**src/rtl/food_sprite_pkg.sv**
```systemverilog
// Shared types, sprite ROM and colour helpers for the food sprite renderer.
package food_sprite_pkg;

    typedef enum logic [1:0] {
        FOOD_NONE   = 2'd0,
        FOOD_SMALL  = 2'd1,
        FOOD_MEDIUM = 2'd2,
        FOOD_POWER  = 2'd3
    } food_type_t;

    localparam int SPRITE_EDGE = 4;

    // Indexed [type][row]; row 0 is the top row, pixel column 0 sits in bits [7:6].
    localparam logic [7:0] FOOD_ROM [4][4] = '{
        '{8'b00000000, 8'b00000000, 8'b00000000, 8'b00000000},
        '{8'b00000000, 8'b00101000, 8'b00101000, 8'b00000000},
        '{8'b00101000, 8'b10010110, 8'b10010110, 8'b00101000},
        '{8'b10101010, 8'b10111110, 8'b10111110, 8'b10101010}
    };

    function automatic logic [1:0] sprite_pixel(food_type_t kind, logic [1:0] row,
                                                logic [1:0] col);
        logic [7:0] bits;
        bits = FOOD_ROM[kind][row];
        return 2'(bits >> (3'd6 - {col, 1'b0}));
    endfunction

    function automatic logic [1:0] colour_swap(logic [1:0] colour, logic odd);
        if (odd && (colour == 2'd1 || colour == 2'd2)) begin
            return ~colour;
        end
        return colour;
    endfunction

endpackage

```
**src/rtl/food_sprite_renderer_if.sv**
```systemverilog
// Pixel request / colour response bundle between the cell fetch and the food renderer.
interface food_sprite_renderer_if
    import food_sprite_pkg::*;
#(
    parameter int CELL_BITS = 4
);
    logic                 pix_valid;
    logic [CELL_BITS-1:0] x;
    logic [CELL_BITS-1:0] y;
    food_type_t           food_type;
    logic [1:0]           value;
    logic                 value_valid;

    modport master (
        output pix_valid, x, y, food_type,
        input  value, value_valid
    );

    modport slave (
        input  pix_valid, x, y, food_type,
        output value, value_valid
    );
endinterface

```
**src/rtl/food_anim_timer.sv**
```systemverilog
// Frame-tick driven animation frame counter; adds the blink phase when FOOD_BLINK_EN is defined.
module food_anim_timer #(
    parameter int FRAMES    = 2,
    parameter int FRAME_DIV = 15,
`ifdef FOOD_BLINK_EN
    parameter int BLINK_DIV = 30,
`endif
    localparam int FW = (FRAMES > 1) ? $clog2(FRAMES) : 1
) (
    input  logic          clk,
    input  logic          rst,
    input  logic          frame_tick,
`ifdef FOOD_BLINK_EN
    output logic          blink_phase,
`endif
    output logic [FW-1:0] anim_frame
);
    localparam int TW = (FRAME_DIV > 1) ? $clog2(FRAME_DIV) : 1;

    logic [TW-1:0] tick_cnt;

    always_ff @(posedge clk) begin
        if (rst) begin
            tick_cnt   <= '0;
            anim_frame <= '0;
        end else if (frame_tick) begin
            if (tick_cnt == TW'(FRAME_DIV - 1)) begin
                tick_cnt   <= '0;
                anim_frame <= (anim_frame == FW'(FRAMES - 1)) ? '0 : anim_frame + 1'b1;
            end else begin
                tick_cnt <= tick_cnt + 1'b1;
            end
        end
    end

`ifdef FOOD_BLINK_EN
    localparam int BW = (BLINK_DIV > 1) ? $clog2(BLINK_DIV) : 1;

    logic [BW-1:0] blink_cnt;

    always_ff @(posedge clk) begin
        if (rst) begin
            blink_cnt   <= '0;
            blink_phase <= 1'b0;
        end else if (frame_tick) begin
            if (blink_cnt == BW'(BLINK_DIV - 1)) begin
                blink_cnt   <= '0;
                blink_phase <= ~blink_phase;
            end else begin
                blink_cnt <= blink_cnt + 1'b1;
            end
        end
    end
`endif

endmodule

```
**src/rtl/food_sprite_renderer.sv**
```systemverilog
// Two-stage food sprite pixel renderer with frame-swap animation (optional FOOD_BLINK_EN power-pellet blink).
module food_sprite_renderer
    import food_sprite_pkg::*;
#(
    parameter int CELL_BITS = 4,
    parameter int SCALE     = 0,
    parameter int FRAMES    = 2,
    parameter int FRAME_DIV = 15,
    parameter int BLINK_DIV = 30,
    localparam int FW = (FRAMES > 1) ? $clog2(FRAMES) : 1
) (
    input  logic                   clk,
    input  logic                   rst,
    input  logic                   frame_tick,
    food_sprite_renderer_if.slave  pix,
    output logic [FW-1:0]          anim_frame
);
    localparam int FOOT = SPRITE_EDGE << SCALE;
    localparam int ORG  = ((1 << CELL_BITS) - FOOT) / 2;
    localparam logic [CELL_BITS-1:0] LO = CELL_BITS'(ORG);
    localparam logic [CELL_BITS-1:0] HI = CELL_BITS'(ORG + FOOT - 1);

    if (FOOT > (1 << CELL_BITS) || FRAME_DIV < 1 || BLINK_DIV < 1 ||
        !(FRAMES == 1 || FRAMES == 2 || FRAMES == 4)) begin : g_bad_params
        $error("food_sprite_renderer: illegal parameter set");
    end

`ifdef FOOD_BLINK_EN
    logic blink_phase;
`endif

    food_anim_timer #(
        .FRAMES    (FRAMES),
`ifdef FOOD_BLINK_EN
        .BLINK_DIV (BLINK_DIV),
`endif
        .FRAME_DIV (FRAME_DIV)
    ) u_timer (
        .clk        (clk),
        .rst        (rst),
        .frame_tick (frame_tick),
`ifdef FOOD_BLINK_EN
        .blink_phase(blink_phase),
`endif
        .anim_frame (anim_frame)
    );

    // Stage 1: box test, sprite coordinates, frame/phase capture
    logic       vld_p1;
    logic       in_box_p1;
    logic [1:0] col_p1;
    logic [1:0] row_p1;
    food_type_t type_p1;
    logic       odd_p1;
`ifdef FOOD_BLINK_EN
    logic       blink_p1;
`endif

    always_ff @(posedge clk) begin
        if (rst) begin
            vld_p1 <= 1'b0;
        end else begin
            vld_p1 <= pix.pix_valid;
        end
    end

    always_ff @(posedge clk) begin
        in_box_p1 <= (pix.x >= LO) && (pix.x <= HI) && (pix.y >= LO) && (pix.y <= HI);
        col_p1    <= 2'((pix.x - LO) >> SCALE);
        row_p1    <= 2'((pix.y - LO) >> SCALE);
        type_p1   <= pix.food_type;
        // With FRAMES=1 the frame counter never leaves 0, so no swap is ever requested.
        odd_p1    <= anim_frame[0];
`ifdef FOOD_BLINK_EN
        blink_p1  <= blink_phase;
`endif
    end

    // Stage 2: ROM lookup, colour transform, registered output
    logic [1:0] shade;
    logic [1:0] value_p2;
    logic       vld_p2;

    always_comb begin
        shade = 2'd0;
        if (in_box_p1) begin
            shade = colour_swap(sprite_pixel(type_p1, row_p1, col_p1), odd_p1);
        end
`ifdef FOOD_BLINK_EN
        if (blink_p1 && type_p1 == FOOD_POWER) begin
            shade = 2'd0;
        end
`endif
    end

    always_ff @(posedge clk) begin
        if (rst) begin
            value_p2 <= 2'd0;
            vld_p2   <= 1'b0;
        end else begin
            value_p2 <= shade;
            vld_p2   <= vld_p1;
        end
    end

    assign pix.value       = value_p2;
    assign pix.value_valid = vld_p2;

endmodule

```
**src/flat_wrapper.sv**
```systemverilog
// flat-port wrapper written by rule: the top's interface ports become plain ports
module food_sprite_renderer_flat import food_sprite_pkg::*;
#(
    parameter int CELL_BITS = 4,
    parameter int SCALE     = 0,
    parameter int FRAMES    = 2,
    parameter int FRAME_DIV = 15,
    parameter int BLINK_DIV = 30,
    localparam int FW = (FRAMES > 1) ? $clog2(FRAMES) : 1
)
  (clk, rst, frame_tick, anim_frame, pix_pix_valid, pix_x, pix_y, pix_food_type, pix_value, pix_value_valid);
  food_sprite_renderer_if #(.CELL_BITS(CELL_BITS)) pix_i ();
  input  logic clk;
  input  logic rst;
  input  logic frame_tick;
  output logic [FW-1:0] anim_frame;
  input wire logic [$bits(pix_i.pix_valid)-1:0] pix_pix_valid;
  input wire logic [$bits(pix_i.x)-1:0] pix_x;
  input wire logic [$bits(pix_i.y)-1:0] pix_y;
  input wire logic [$bits(pix_i.food_type)-1:0] pix_food_type;
  output wire logic [$bits(pix_i.value)-1:0] pix_value;
  output wire logic [$bits(pix_i.value_valid)-1:0] pix_value_valid;
  assign pix_i.pix_valid = pix_pix_valid;
  assign pix_i.x = pix_x;
  assign pix_i.y = pix_y;
  assign pix_i.food_type = pix_food_type;
  assign pix_value = pix_i.value;
  assign pix_value_valid = pix_i.value_valid;
  food_sprite_renderer #(.CELL_BITS(CELL_BITS), .SCALE(SCALE), .FRAMES(FRAMES), .FRAME_DIV(FRAME_DIV), .BLINK_DIV(BLINK_DIV)) u_core (.clk(clk), .rst(rst), .frame_tick(frame_tick), .pix(pix_i), .anim_frame(anim_frame));
endmodule
```
**config.mk**
```make
export PLATFORM = sky130hd
export DESIGN_NAME = food_sprite_renderer_flat
export DESIGN_NICKNAME = d
export VERILOG_FILES = /design/src/rtl/food_sprite_pkg.sv /design/src/rtl/food_sprite_renderer_if.sv /design/src/rtl/food_anim_timer.sv /design/src/rtl/food_sprite_renderer.sv /design/src/flat_wrapper.sv
export SDC_FILE = /design/constraint.sdc
export NUM_CORES = 1
export LEC_CHECK = 0
export BUFFER_PORTS_ARGS = -buffer_cell sky130_fd_sc_hd__buf_4
export CORE_UTILIZATION = 42
export DETAILED_ROUTE_END_ITERATION = 6
export PLACE_DENSITY_LB_ADDON = 0.05
export RECOVER_POWER = 25
export SLEW_MARGIN = 20
export SYNTH_ARGS = -nofsm -noshare
export SYNTH_HDL_FRONTEND = slang
export SYNTH_SLANG_ARGS = --single-unit
```
**constraint.sdc**
```tcl
create_clock -name clk -period 0.9 [get_ports clk]
set_input_delay 0.045 -clock clk [delete_from_list [all_inputs] [get_ports clk]]
set_output_delay 0.045 -clock clk [all_outputs]
set_load 0.02 [all_outputs]
```
* After elaboration in Yosys (flattened, before gate mapping)
Cells that the tools add are included.
W data, S select, Z words.
** Storage, ports and cells
- Flip-flop bits (word level) :: 17
- Input bits :: 14
- Output and inout bits :: 4
- Logic and storage cells :: 48
** Cells by class
- Add/sub/neg operators :: 5
- Order comparisons :: 6
- Eq/ne operators :: 3
- Shift operators :: 1
- Mux-type cells :: 12
- Bitwise operators :: 4
- Reduce and logical (&&, ||, !) cells :: 7
** Operators by type and width (count)
- $bmux W32 S2 :: 1
- $mux W32 :: 2
- $bmux W8 S2 :: 1
- $mux W8 :: 2
- $ge A4 B3 Y1 const B :: 2
- $le A4 B4 Y1 const B :: 2
- $shr A8 B3 Y2 :: 1
- $ge A3 B3 Y1 const B :: 2
- $not A2 Y3 :: 2
- $add A4 B1 Y4 const B :: 1
- $eq A4 B4 Y1 const B :: 1
- $logic_and A1 B1 Y1 :: 4
- $mux W2 :: 2
- $mux W4 :: 1
- $sub A2 B2 Y2 const B :: 2
- $mux W1 :: 3
- $sub A3 B3 Y3 const A :: 1
- $eq A2 B1 Y1 const B :: 1
- $eq A2 B2 Y1 const B :: 1
- $not A2 Y2 :: 1
- $reduce_and A2 Y1 :: 1
- $reduce_or A2 Y1 :: 1
- $add A1 B1 Y1 const B :: 1
- $logic_or A1 B1 Y1 :: 1
- $not A1 Y1 :: 1

* Longest topological paths before layout
- Depth after elaboration :: 14
- Depth in mapped cells :: 5
- Mapped depth without buffers :: 4

* Modules after synthesis
Synthesis repeated with hierarchy kept, for this count alone.
** Second synthesis, totals
- Cells, all modules :: 63
- Area total of the unflattened synthesis :: 620.6 µm²
** Modules (own cells, without submodules)
- food_sprite_renderer :: times used 1, cells an instance 37, area an instance 390.4 µm², seq. area each 240.2 µm²
- food_anim_timer :: times used 1, cells an instance 26, area an instance 230.2 µm², seq. area each 100.1 µm²

* Worst setup path before layout
No wires, ideal clock.
- Kind :: reg-to-reg
- From :: register u_core.u_timer.tick_cnt[3]
- To :: register u_core.u_timer.anim_frame
- Setup time :: 70 ps
- Data arrival time :: 902 ps
- Data required time :: 830 ps
- Path slack :: -72 ps
- Stages on the path, launching flop included :: 4
- Path buffers :: 0
- Period minus slack after synthesis :: 972 ps
- Path through :: dfxtp_1 nand4_1 or3_1 a21oi_1
** Between the ends
- Word-level cells in the longest chain between the ends :: 2
** RTL lines
- start: declaration :: line food_anim_timer.sv:20 : logic [TW-1:0] tick_cnt;
- start signal: assignment :: line food_anim_timer.sv:31 : tick_cnt <= tick_cnt + 1'b1;
- $eq A4 B4 Y1 :: line food_anim_timer.sv:27 : if (tick_cnt == TW'(FRAME_DIV - 1)) begin
- $reduce_and A2 Y1 (no source line)
- end signal: assignment :: line food_anim_timer.sv:29 : anim_frame <= (anim_frame == FW'(FRAMES - 1)) ? '0 : anim_frame + 1'b1;
- end: declaration :: line food_anim_timer.sv:16 : output logic [FW-1:0] anim_frame
No other way between the ends.
A chain may end at the register's enable or synchronous reset.

* Worst setup path after layout
- From :: register u_core.u_timer.tick_cnt[1]
- To :: register u_core.u_timer.anim_frame
The elaborated chain is that of the path after synthesis.

==> results.cfg <==
[global_routing]
grt_usage_pct = 17.7
grt_overflow_total = 0
antenna_found_initial = 0
grt_pass1_wl_um = 1850
first_global_vias = 481
grt_max_degree = 10

[status]
violations = negative setup slack
status = finished, violations left

[sta]
min_period_ns = 1.04
timing.final.crit_share_pct = 116
rsz0062_at_grt = yes
hold_viol = 0
fin_skew_ns = 0.00197
finalSetupViolCount = 5
worstMarginPinSlew_ns = 0.212
finalWorstSetupSlack_ns = -0.142
fmax_mhz = 960
whs_ns = 0.0344
final_max_slew_viol_count = 0
relSlewSlack_pct = 85.8

[final_layout]
mostFrequentLayoutCells = buf_4 (20), dfxtp_1 (9), a21oi_1 (8), dfxtp_2 (8), dlygate4sd3_1 (7)
design_area_um2 = 1000
multi_input_area_um2 = 304
final_common_cell = buf_4
fillers = 98
utilization_pct = 75.1
syn2layout_area_growth_pct = 61.8
regArea_um2 = 350
n_antenna_cell = 0
drive_gt1_share_pct = 46.0
nets = 115

[synth]
yosys_warnings = 0
seq_area_frac_synth_pct = 54.9
syn_inst = 63
ys_ff_latch = 17
synth.distinct_cells = 21
synth_area_per_cell_um2 = 9.83
synth_area_um2 = 619
syn_nets = 77

[routing]
firstDrtPassIters = 4
drc = 0
drt-total-wl_um = 1240
wire_per_inst_um = 10.8
vias_per_cell = 4.99
num_vias = 574
first_iter_violations = 6
ant_nets = 0

[critical_path]
end_kind = register
startpoint = u_core.u_timer.tick_cnt[1]$_SDFFE_PP0P_
critPathSlowestCell = dfxtp_2
crit_path_cell_trace = nand4_1 > or3_1 > a21oi_1
worst_path_largest_cell_delay_ns = 0.39
critPathLaunchType = register
reg2reg_from = u_core.u_timer.tick_cnt[1]$_SDFFE_PP0P_
arrival_ns = 1.25
crit_path_max_fanout = 5
crit_type = reg2reg
required_ns = 1.11

[floorplan]
die_area_um2 = 1630
start_util_pct = 46.4
dieHeight_um = 40.4
die_x_um = 40.4
core_um2 = 1330
core.rowCount = 13
io_pins = 18

[placed_design]
gp_congestion = 0.693
io_buffers = 17
dpl.hpwl_um = 775
dpl_cell_area_um2 = 841

[clock_tree]
tritoncts = yes
clkSlewWorstSetupHoldPaths_ns = 0.09
numCtsBuffers = 3
cts_root_buf = clkbuf_4
clock_latency_ns = 0.28
clkSinkCount = 17
h-tree-depth = 1
cts_buffer_depth = 2

[run]
cap_violations = 0

[min_path]
hp-start = pix_y[3]
min_path_type = in2reg

[pwr]
p_leak_nw = 0.423
power_density_nw_per_um2 = 1350
power_w = 0.00135
ir_drop_mv = 0.864
synth_stat cells:
master | instances | area, um^2
a211o_1 | 2 | 17.5
a21oi_1 | 8 | 40.0
a311oi_1 | 1 | 8.76
and2b_1 | 2 | 15.0
clkbuf_1 | 1 | 3.75
dfxtp_1 | 17 | 340
inv_1 | 4 | 15.0
nand3_1 | 4 | 20.0
nand3_2 | 1 | 10.0
nand3b_1 | 3 | 22.5
nand4_1 | 1 | 6.26
nor2_1 | 5 | 18.8
nor2b_1 | 1 | 6.26
nor2b_4 | 1 | 13.8
nor3b_1 | 2 | 15.0
o211ai_1 | 1 | 7.51
o21ai_0 | 2 | 10.0
o21ai_1 | 2 | 10.0
or3_1 | 2 | 12.5
xnor2_1 | 2 | 17.5
xor2_1 | 1 | 8.76
critical path, delay by kind of cell (launching register included):
kind | cells | cell delay, ns
DFF | 1 | 0.39
AOI/OAI and AO/OA | 1 | 0.13
and+or+nand+nor | 2 | 0.46
routing by layer:
layer  global-route usage, %  part of all wire, %  up-vias
li1                        -                    -      296
met1                    18.0                   43      257
met2                    30.6                   50       19
met3                    10.0                  5.7        2
met4                    5.00                 0.81        0
met5                       0                    0        -
power by group:
group / internal (W) / total (W) / leakage [nW] / switching (W)
clock network: 0.000172 / 0.000382 / 0.0150 / 0.000210
logic: 0.000105 / 0.000167 / 0.265 / 0.0000629
registers: 0.000782 / 0.000806 / 0.142 / 0.0000240
what timing repair did:
item	4_1_cts	5_1_grt
pin swaps	1	2
buffers inserted	1	1
setup endpoints to repair	6	8
gates resized for setup	7	8
endpoints found under the hold margin	7	0
hold buffers	7	0
registers in the layout, summed over array words and instances (netlist names):
signal,flops
u_core.odd_p1,1
u_core.u_timer.tick_cnt,4
u_core.pix.value_valid,1
u_core.row_p1,2
u_core.pix.value,2
u_core.u_timer.anim_frame,1
u_core.col_p1,2
u_core.in_box_p1,1
u_core.type_p1,2
u_core.vld_p1,1
logic make-up after synthesis:
family | synth area share, %
xor gates and xnor gates | 4.24
buffers and inverters | 3.03
DFF | 55.0
AOI/OAI and AO/OA | 15.2
and+or+nand+nor | 22.6
final timing paths:
path	depth (start not counted)	end	slack, ns
max	3	u_core.u_timer.anim_frame$_SDFFE_PP0P_	-0.14
min	3	u_core.in_box_p1$_DFF_P_	0.03
max reg2reg	3	u_core.u_timer.anim_frame$_SDFFE_PP0P_	-0.14
min reg2reg	1	u_core.pix.value_valid$_SDFF_PP0_	0.44
through the flow:
step                cells  worst slack [ns]  setup TNS, ns
global placement      102           -0.0736         -0.186
global route          115            -0.190         -0.762
finish                115            -0.142         -0.378
detailed placement    102           -0.0917         -0.243
floorplan              63           -0.0245        -0.0507
CTS                   114            -0.110         -0.329
layout make-up:
class,instances,area share (%)
Clock buffer,4,2.62
Timing Repair Buffer,34,28.7
Sequential cell,17,35.0
Inverter,4,1.50
Multi-Input combinational cell,41,30.3
Tap cell,15,1.87
(Power assumes the default switching activity.)
